===== src/rtl/alu_pkg.sv =====
// Shared constants for the ALU sequencer: opcodes, unit count and FSM state encoding.
package alu_pkg;

  localparam int NUM_FU = 8;

  localparam logic [2:0] OP_SUMA        = 3'd0;
  localparam logic [2:0] OP_COMPLEMENTO = 3'd1;
  localparam logic [2:0] OP_SHIFTL      = 3'd2;
  localparam logic [2:0] OP_SHIFTR      = 3'd3;
  localparam logic [2:0] OP_COMPC       = 3'd4;
  localparam logic [2:0] OP_COMPN       = 3'd5;
  localparam logic [2:0] OP_RSVD        = 3'd6;
  localparam logic [2:0] OP_LOAD        = 3'd7;

  typedef enum logic [2:0] {
    ST_IDLE  = 3'd0,
    ST_ISSUE = 3'd1,
    ST_WAIT  = 3'd2,
    ST_WRITE = 3'd3,
    ST_ERR   = 3'd4
  } seq_state_e;

endpackage


===== src/rtl/alu_timeout_counter.sv =====
// WAIT-state watchdog: counts enabled cycles from zero and flags the last allowed one.
module alu_timeout_counter #(
  parameter int TIMEOUT = 16
) (
  input  logic clk,
  input  logic rst,
  input  logic clear,
  input  logic enable,
  output logic expired
);

  localparam int CNT_W = (TIMEOUT > 1) ? $clog2(TIMEOUT) : 1;
  localparam logic [CNT_W-1:0] LAST = CNT_W'(TIMEOUT - 1);

  logic [CNT_W-1:0] count;

  always_ff @(posedge clk) begin
    if (rst || clear) begin
      count <= '0;
    end else if (enable && !expired) begin
      count <= count + 1'b1;
    end
  end

  assign expired = (count == LAST);

endmodule


===== src/rtl/alu_sequencer.sv =====
// One-command-at-a-time controller that starts an ALU unit, waits for its done
// (with timeout) and returns the captured result.
//
// state    | meaning
// ---------+-----------------------------------------------------------
// ST_IDLE  | ready for a command; operands latched on acceptance
// ST_ISSUE | one-cycle start pulse and rd strobe to the selected unit
// ST_WAIT  | waiting for the selected unit's done, watchdog running
// ST_WRITE | result strobe with wr, captured data presented
// ST_ERR   | error strobe (reserved opcode or timeout), data forced to 0
module alu_sequencer
  import alu_pkg::*;
#(
  parameter int DATA_W  = 8,
  parameter int TIMEOUT = 16
) (
  input  logic                     clk,
  input  logic                     rst,
  input  logic                     cmd_valid,
  output logic                     cmd_ready,
  input  logic [2:0]               cmd_opcode,
  input  logic [DATA_W-1:0]        cmd_a,
  input  logic [DATA_W-1:0]        cmd_b,
  output logic [NUM_FU-1:0]        fu_start,
  output logic [DATA_W-1:0]        fu_a,
  output logic [DATA_W-1:0]        fu_b,
  input  logic [NUM_FU-1:0]        fu_done,
  input  logic [NUM_FU*DATA_W-1:0] fu_result,
  output logic                     rd,
  output logic                     wr,
  output logic                     res_valid,
  output logic [DATA_W-1:0]        res_data,
  output logic                     res_err,
  output logic                     busy
);

  seq_state_e        state_q, state_d;
  logic [2:0]        op_q;
  logic              sel_done;
  logic [DATA_W-1:0] sel_result;
  logic              expired;

  // Only the unit named by the latched opcode is ever listened to.
  assign sel_done   = fu_done[op_q];
  assign sel_result = fu_result[int'(op_q)*DATA_W +: DATA_W];

  alu_timeout_counter #(.TIMEOUT(TIMEOUT)) u_timeout (
    .clk     (clk),
    .rst     (rst),
    .clear   (state_q != ST_WAIT),
    .enable  (state_q == ST_WAIT),
    .expired (expired)
  );

  always_ff @(posedge clk) begin
    if (rst) begin
      state_q <= ST_IDLE;
    end else begin
      state_q <= state_d;
    end
  end

  always_comb begin
    state_d = state_q;
    case (state_q)
      ST_IDLE: begin
        if (cmd_valid) begin
          state_d = (cmd_opcode == OP_RSVD) ? ST_ERR : ST_ISSUE;
        end
      end
      ST_ISSUE: state_d = sel_done ? ST_WRITE : ST_WAIT;
      ST_WAIT: begin
        if (sel_done) begin
          state_d = ST_WRITE;
        end else if (expired) begin
          state_d = ST_ERR;
        end
      end
      ST_WRITE: state_d = ST_IDLE;
      ST_ERR:   state_d = ST_IDLE;
      default:  state_d = ST_IDLE;
    endcase
  end

  always_ff @(posedge clk) begin
    if (rst) begin
      op_q     <= '0;
      fu_a     <= '0;
      fu_b     <= '0;
      res_data <= '0;
    end else begin
      if (state_q == ST_IDLE && cmd_valid) begin
        op_q <= cmd_opcode;
        fu_a <= cmd_a;
        fu_b <= cmd_b;
      end
      if (state_d == ST_ERR) begin
        res_data <= '0;
      end else if ((state_q == ST_ISSUE || state_q == ST_WAIT) && sel_done) begin
        res_data <= sel_result;
      end
    end
  end

  // Strobes are masked while rst is high so an aborted operation emits nothing.
  always_comb begin
    cmd_ready = 1'b0;
    fu_start  = '0;
    rd        = 1'b0;
    wr        = 1'b0;
    res_valid = 1'b0;
    res_err   = 1'b0;
    busy      = 1'b0;
    if (!rst) begin
      busy = (state_q != ST_IDLE);
      case (state_q)
        ST_IDLE:  cmd_ready = 1'b1;
        ST_ISSUE: begin
          fu_start[op_q]    = 1'b1;
          fu_start[OP_RSVD] = 1'b0;
          rd                = 1'b1;
        end
        ST_WRITE: begin
          res_valid = 1'b1;
          wr        = 1'b1;
        end
        ST_ERR: begin
          res_valid = 1'b1;
          res_err   = 1'b1;
        end
        default: ;
      endcase
    end
  end

endmodule

===== config.mk =====
export PLATFORM = sky130hd
export DESIGN_NAME = alu_sequencer
export DESIGN_NICKNAME = d
export VERILOG_FILES = /design/src/rtl/alu_pkg.sv /design/src/rtl/alu_timeout_counter.sv /design/src/rtl/alu_sequencer.sv
export SDC_FILE = /design/constraint.sdc
export NUM_CORES = 1
export LEC_CHECK = 0
export BUFFER_PORTS_ARGS = -buffer_cell sky130_fd_sc_hd__clkbuf_2
export CAP_MARGIN = 20
export CORE_UTILIZATION = 45
export CTS_BUF_LIST = sky130_fd_sc_hd__clkbuf_4
export DETAILED_ROUTE_END_ITERATION = 6
export GPL_TIMING_DRIVEN = 0
export PLACE_DENSITY = 0.9
export SLEW_MARGIN = 10
export SYNTH_ARGS = -nofsm -noshare
export SYNTH_HDL_FRONTEND = slang
export SYNTH_SLANG_ARGS = --single-unit

===== constraint.sdc =====
create_clock -name clk -period 4.05 [get_ports clk]
set_input_delay 0 -clock clk [delete_from_list [all_inputs] [get_ports clk]]
set_output_delay 0 -clock clk [all_outputs]
set_load 0.02 [all_outputs]

==> out/results.md, run 1 <==
- origin of the critical flop-to-flop path: op_q[0]$_SDFFE_PP0P_
- Critical Path Slowest Stage Cell: nor4b_1
- dominant combinational cell family by area after synthesis: multiplexers
- stage delay of the slowest cell on the critical path: 0.62 ns
- Final Hold Vio Count: 0
- source-to-sink clock delay at the later pin of the worst-skew pair: 0.34 ns
- number of warnings issued by yosys: 0
- fraction of synthesized cell area taken by the top area cell type: 34.5%
- leakage power: 1.32 nW
- Arrival @ worst endpoint: 2.26 ns
- final-report max-slew violation count: 0
- CTS root buffer: clkbuf_4
- Routability Congestion: 0.749
- final layout net count: 465
- number of buffers added on ports: 129
- required time reported for the critical path endpoint: 4.05 ns
- multi-input combinational cell area: 1190 um2
- cells after synthesis: 215
- most instantiated library cell after synthesis: nand2_1
- power density relative to cell area: 325 nW/um2
- detailed-route wire length: 5.98 mm
- overall die area: 4650 um2
- dominant cells by area after synthesis: dfxtp_1, mux4_2, nand2_1, a211oi_2, a21oi_1
- post-route minimum period: 2.26 ns
- sort of element at the start of the critical path: register
- sinks on the clock net: 34
- startpoint of the worst hold path: rst
- total congestion overflow after global routing: 0
- VDD IR-drop max: 0.000188 V
- worst hold-check slack: 0.103 ns
- overall routing resource usage: 26.1%
- grt met1 use: 30.0%
- number of DRC markers after the initial detailed-route iteration: 113
- Synthesized Nets: 310
- Final Skew: 0.0178 ns
- Ports: 132
- routing layer with the top usage in global route: met2
- minimum setup slack among reg-to-reg paths: 1.83 ns
- worst hold path cell count: 2
- Die Span Y: 68.2 um
- top achievable clock speed: 443 MHz
- Core Box Area: 4120 um2
- Netlist cell types: 34
- setup violators final: 0
- share of the cycle needed by the critical path after routing: 55.8%
- ordered cell list for the critical path: clkbuf_1 -> nor4b_1 -> nand2_1 -> nor3_1 -> clkbuf_2
- Post-CTS Resized: 0
- actual slew at the worst max-slew pin: 0.677 ns
- sequential share of the synthesized area: 34.5%
- proportion of synthesized flip-flops having asynchronous set or reset: 0%
- final HPWL from detailed placement: 4.47 mm
- worst setup slack after layout: 1.79 ns
- commonest register cell after synthesis: dfxtp_1
- CP endpoint kind: output port
- final core utilization: 71.2%
- vias in the first global route: 2127
- Synth top cells by count: nand2_1, dfxtp_1, nor2_1
- largest area contributor in the synthesized netlist: dfxtp_1
- run status: complete, no violations
- Max-Cap Viols: 0
- # rows: 23
- CTS tree: yes
- share of layout cells above drive strength 1: 46.9%
- final sum of negative setup slack: 0 ns
- TritonRoute pass-1 iters: 6
- Clock Path Buffers: 2
- Yosys reg bits: 34
- Clk pin slew, worst setup/hold paths: 0.11 ns
- detail-routed via count per cell: 5.33
- Seq. cell area: 681 um2
- Post-Syn Area: 1970 um2
- Worst Path Class, Setup: register to output port
- setup repair after global routing missed its margin: no
- HP Class: primary input to register
- area fraction in compound gates after synthesis: 13.0%
- area share of xor/xnor cells in the synthesized design: 0.888%
- EDFF count, synth: 0
- met3 usage: 2.83%
- number of nets still failing antenna checks after routing: 0
- # diodes: 0
- post-synthesis simple-gate area fraction: 20.5%
- synth-to-layout area growth: 48.5%
- Avg Inst Size Synth: 9.17 um2
- chip width: 68.2 um
- terminating pin of the worst hold path: state_q[1]$_SDFF_PP0_
- final-layout fill cell count: 328
- worst reg2reg path depth: 6
- multiplexer fraction of the synthesized cell area: 25.3%
- initial antenna violation count: 0
- Initial Util: 47.9%
- worst flop-to-flop path endpoint: res_data[7]$_SDFFE_PP0P_
- number of clock buffers inserted by TritonCTS: 5
- synthesized-area fraction occupied by adder cells: 0.635%
- pre-CTS worst setup slack: 1.84 ns
- total number of vias: 2242
- DRC errors left: 0
- final routed wire length divided by cell count: 14.2 um
- maximum number of pins on one net before global-route repair: 13
- Crit Path Max Fanout: 10
- H-tree levels: 2
- met2 usage in global routing: 46.4%
- first-pass GRT wire length: 8.97 mm
- worst relative slew slack: 54.2%
-- through the flow --
stage | total power, mW | instance area [um2] | cells
after floorplan | 0.633 | 1970 | 215
after global placement | 0.740 | 2680 | 394
after detailed placement | 0.754 | 2680 | 394
after CTS | 0.954 | 2930 | 421
after global routing | 1.01 | 2930 | 421
final | 0.953 | 2930 | 421
-- worst max path at each step --
stage | cells after the start | slack [ns] | start | endpoint
after floorplan | 4 | 1.84 | state_q[0]$_SDFF_PP0_ | fu_start[1]
after detailed placement | 6 | 1.84 | op_q[0]$_SDFFE_PP0P_ | res_data[7]$_SDFFE_PP0P_
final | 5 | 1.79 | state_q[0]$_SDFF_PP0_ | fu_start[1]
after global routing | 5 | 1.52 | state_q[0]$_SDFF_PP0_ | fu_start[1]
after global placement | 6 | 1.92 | op_q[0]$_SDFFE_PP0P_ | res_data[7]$_SDFFE_PP0P_
after CTS | 5 | 1.78 | state_q[0]$_SDFF_PP0_ | fu_start[1]
-- cell families (layout without fill, tap and decap cells) --
logic type / after synthesis / in the layout
other: 1 / 1
adders and majority gates: 1 / 1
DFF: 34 / 34
AOI/OAI and AO/OA: 36 / 36
and+or+nand+nor: 91 / 91
muxes: 29 / 29
xor gates and xnor gates: 2 / 2
buffers and inverters: 21 / 177
-- state kept, by name, summed over array words and instances, names as in the netlist --
name / flops
res_data: 8
op_q: 3
state_q: 3
fu_a: 8
u_timeout.count: 4
fu_b: 8
-- critical path, delay by kind of cell (launching register included) --
kind,cells,cell delay [ns]
and+or+nand+nor,3,1.09
DFF,1,0.32
buffers and inverters,2,0.52
-- routing by layer --
metal	wire length, um	share of wire, %
met5	0	0
met4	165	2.8
met3	331	5.5
met2	3180	53
met1	2300	39
-- layout by cell type (no fill, tap or decap), drive strengths merged, types with 2 or more instances in the layout --
| cell type | netlist | final |
|---|---|---|
| a211oi | 10 | 10 |
| nor2b | 2 | 2 |
| nand3 | 3 | 3 |
| dlygate4sd3 | 0 | 19 |
| nand3b | 3 | 3 |
| nor2 | 24 | 24 |
| inv | 2 | 2 |
| xnor2 | 2 | 2 |
| nand2b | 3 | 3 |
| nor4b | 2 | 2 |
| clkbuf | 10 | 144 |
| mux4 | 16 | 16 |
| nand2 | 43 | 43 |
| o21ai | 2 | 2 |
| clkinv | 0 | 2 |
| mux2i | 9 | 9 |
| a21oi | 22 | 22 |
| nor3 | 5 | 5 |
| dfxtp | 34 | 34 |
| buf | 9 | 9 |
| mux2 | 4 | 4 |
-- area by class of cell --
cell class,instances,area share [%]
multi-input cells,160,40.8
repair buffers,148,28.5
clock buffers,5,1.28
inverters,2,0.256
clock inverters,3,0.726
well taps,50,2.14
plain buffers,19,3.08
flip-flops and latches,34,23.2
-- what timing repair did --
action                                 CTS  global route
hold buffers                            19             0
buffers inserted                         0             0
endpoints found under the hold margin   19             0
-- power by group --
part | switching, mW | internal, mW | total, mW
Sequential | 0.0181 | 0.370 | 0.388
Combinational | 0.207 | 0.168 | 0.375
Clock | 0.123 | 0.0675 | 0.191
Total | 0.348 | 0.605 | 0.953
Power figures use the tool's default switching activity.
==> inputs of run 2 (changes only) <==
Settings changed: CORE_UTILIZATION 45 to 39, PLACE_DENSITY 0.9 to 0.84.
Clock period 4.05 ns to 1.9 ns, I/O delays scaled along.
==> out/results.md, run 2 (synthesis results as in run 1) <==
- run status: complete, no violations, unchanged
- leakage power: 1.35 nW, was 1.32 nW
- Critical Path Sink: res_data[3]$_SDFFE_PP0P_, was fu_start[1]
- H-tree levels: 2, unchanged
- most common cell after layout, fill and taps aside: clkbuf_2, unchanged
- setup violators final: 0, unchanged
- Largest regs: fu_a (8), fu_b (8), res_data (8), unchanged
- Clock Path Buffers: 2, unchanged
- detail-routed via count per cell: 5.03, was 5.33
- origin of the critical flop-to-flop path: op_q[0]$_SDFFE_PP0P_, unchanged
- Seq. cell area: 684 um2, was 681 um2
- final routed wire length divided by cell count: 13.8 um, was 14.2 um
- overall routing resource usage: 23.7%, was 26.1%
- # rows: 25, was 23
- Die Span Y: 73.1 um, was 68.2 um
- Initial Util: 41.2%, was 47.9%
- number of nets still failing antenna checks after routing: 0, unchanged
- overall die area: 5340 um2, was 4650 um2
- Final Skew: 0.0110 ns, was 0.0178 ns
- final layout net count: 463, was 465
- vias in the first global route: 2225, was 2127
- maximum number of pins on one net before global-route repair: 20, was 13
- final-report max-slew violation count: 0, unchanged
- first-pass GRT wire length: 9.69 mm, was 8.97 mm
- share of layout cells above drive strength 1: 49.6%, was 46.9%
- Core Box Area: 4790 um2, was 4120 um2
- Max-Cap Viols: 0, unchanged
- minimum setup slack among reg-to-reg paths: 0.11 ns, was 1.83 ns
- source-to-sink clock delay at the later pin of the worst-skew pair: 0.34 ns, about the same
- final HPWL from detailed placement: 4.49 mm, was 4.47 mm
- synth-to-layout area growth: 52.2%, was 48.5%
- detailed-route wire length: 6.03 mm, was 5.98 mm
- share of the cycle needed by the critical path after routing: 94.3%
- CTS root buffer: clkbuf_4, unchanged
- top achievable clock speed: 558 MHz
- number of buffers added on ports: 129, unchanged
- TritonRoute pass-1 iters: 5, was 6
- most frequent cells in the layout: clkbuf_2, nand2_1, dfxtp_1, nor2_1, a21oi_1, unchanged
- worst flop-to-flop path endpoint: res_data[3]$_SDFFE_PP0P_, was res_data[7]$_SDFFE_PP0P_
- sort of element at the start of the critical path: register, unchanged
- Routability Congestion: 0.776, was 0.749
- total number of vias: 2193, was 2242
- number of DRC markers after the initial detailed-route iteration: 79, was 113
- final-layout fill cell count: 432, was 328
- VDD IR-drop max: 0.000455 V, was 0.000188 V
- multi-input combinational cell area: 1230 um2, was 1190 um2
- # diodes: 0, unchanged
- CTS tree: yes, unchanged
- Final Hold Vio Count: 0, unchanged
- number of clock buffers inserted by TritonCTS: 5, unchanged
- final sum of negative setup slack: 0 ns, unchanged
- power density relative to cell area: 679 nW/um2, was 325 nW/um2
- required time reported for the critical path endpoint: 2.13 ns, was 4.05 ns
- total congestion overflow after global routing: 0, unchanged
- number of cells in the finished layout apart from fillers: 436, was 421
- Worst Path Class, Setup: register to register, was register to output port
- CP endpoint kind: register, was output port
- Ports: 132, unchanged
- worst reg2reg path depth: 6, unchanged
- DRC errors left: 0, unchanged
- initial antenna violation count: 0, unchanged
- HP Class: primary input to register, unchanged
- setup repair after global routing missed its margin: yes, was no
- Arrival @ worst endpoint: 2.02 ns, was 2.26 ns
- chip width: 73.1 um, was 68.2 um
- Crit Path Max Fanout: 8, was 10
- Placed Instances: 411, was 394
- post-route minimum period: 1.79 ns
- sinks on the clock net: 34, unchanged
- Clk pin slew, worst setup/hold paths: 0.11 ns, about the same
- startpoint of the most critical setup path: op_q[0]$_SDFFE_PP0P_, was state_q[0]$_SDFF_PP0_
-- run 2: worst max-delay path: stages (launching register included) --
cell and delay (ns):
dfxtp_4 0.41, mux2_4 0.30, a222oi_1 0.30, buf_4 0.20, nand4_1 0.19, nand2_4 0.22
a211oi_2 0.06
-- run 2: worst min path at each step --
stage                   from                    end  slack (ns)  cells after the start
2_1_floorplan  cmd_opcode[0]   op_q[0]$_SDFFE_PP0P_        0.14                      2
3_3_place_gp        cmd_a[6]   fu_a[6]$_SDFFE_PP0P_        0.22                      3
3_5_place_dp        cmd_b[3]   fu_b[3]$_SDFFE_PP0P_        0.23                      3
4_1_cts                  rst  state_q[1]$_SDFF_PP0_        0.11                      2
5_1_grt                  rst  state_q[1]$_SDFF_PP0_        0.13                      2
6_report                 rst  state_q[1]$_SDFF_PP0_        0.10                      2
-- run 2: metrics by stage --
stage / setup slack [ns] / total power, mW / cell area [um2] / util [%] / hold slack [ns]
after CTS: -0.0499 / 2.05 / 2980 / 62.3 / 0.109
after detailed placement: -0.360 / 1.61 / 2710 / 56.6 / 0.229
final: 0.108 / 2.04 / 3000 / 62.7 / 0.104
after global placement: -0.314 / 1.58 / 2710 / 56.6 / 0.223
after global routing: -0.0326 / 2.16 / 3000 / 62.7 / 0.128
after floorplan: 0.0481 / 1.35 / 1980 / - / 0.136
-- run 2: power by group --
group          switching, mW  internal, mW  total, mW
Combinational          0.416         0.373      0.789
Sequential            0.0643         0.788      0.852
Clock                  0.243         0.153      0.397
Total                  0.724          1.31       2.04
-- run 2: what timing repair did --
item	in CTS	in global routing
hold buffers	19	0
pin swaps	2	7
setup buffers	1	2
endpoints found under the hold margin	19	0
endpoints found under the setup margin	27	36
gates resized for setup	7	8
-- run 2: final cells by class --
class / count / area share (%)
Timing Repair Buffer: 151 / 28.6
Clock inverter: 2 / 0.292
Buffer: 14 / 2.71
Multi-Input combinational cell: 160 / 41.0
Inverter: 2 / 0.250
Sequential cell: 34 / 22.8
Clock buffer: 6 / 1.50
Tap cell: 67 / 2.79
-- run 2: layer usage --
metal | wire (um) | track usage (%) | vias up
met3 | 472 | 6.49 | 13
met1 | 2320 | 25.4 | 1013
met4 | 104 | 8.50 | 0
met2 | 3130 | 44.0 | 102
met5 | 0 | 0 | -
li1 | - | - | 1065
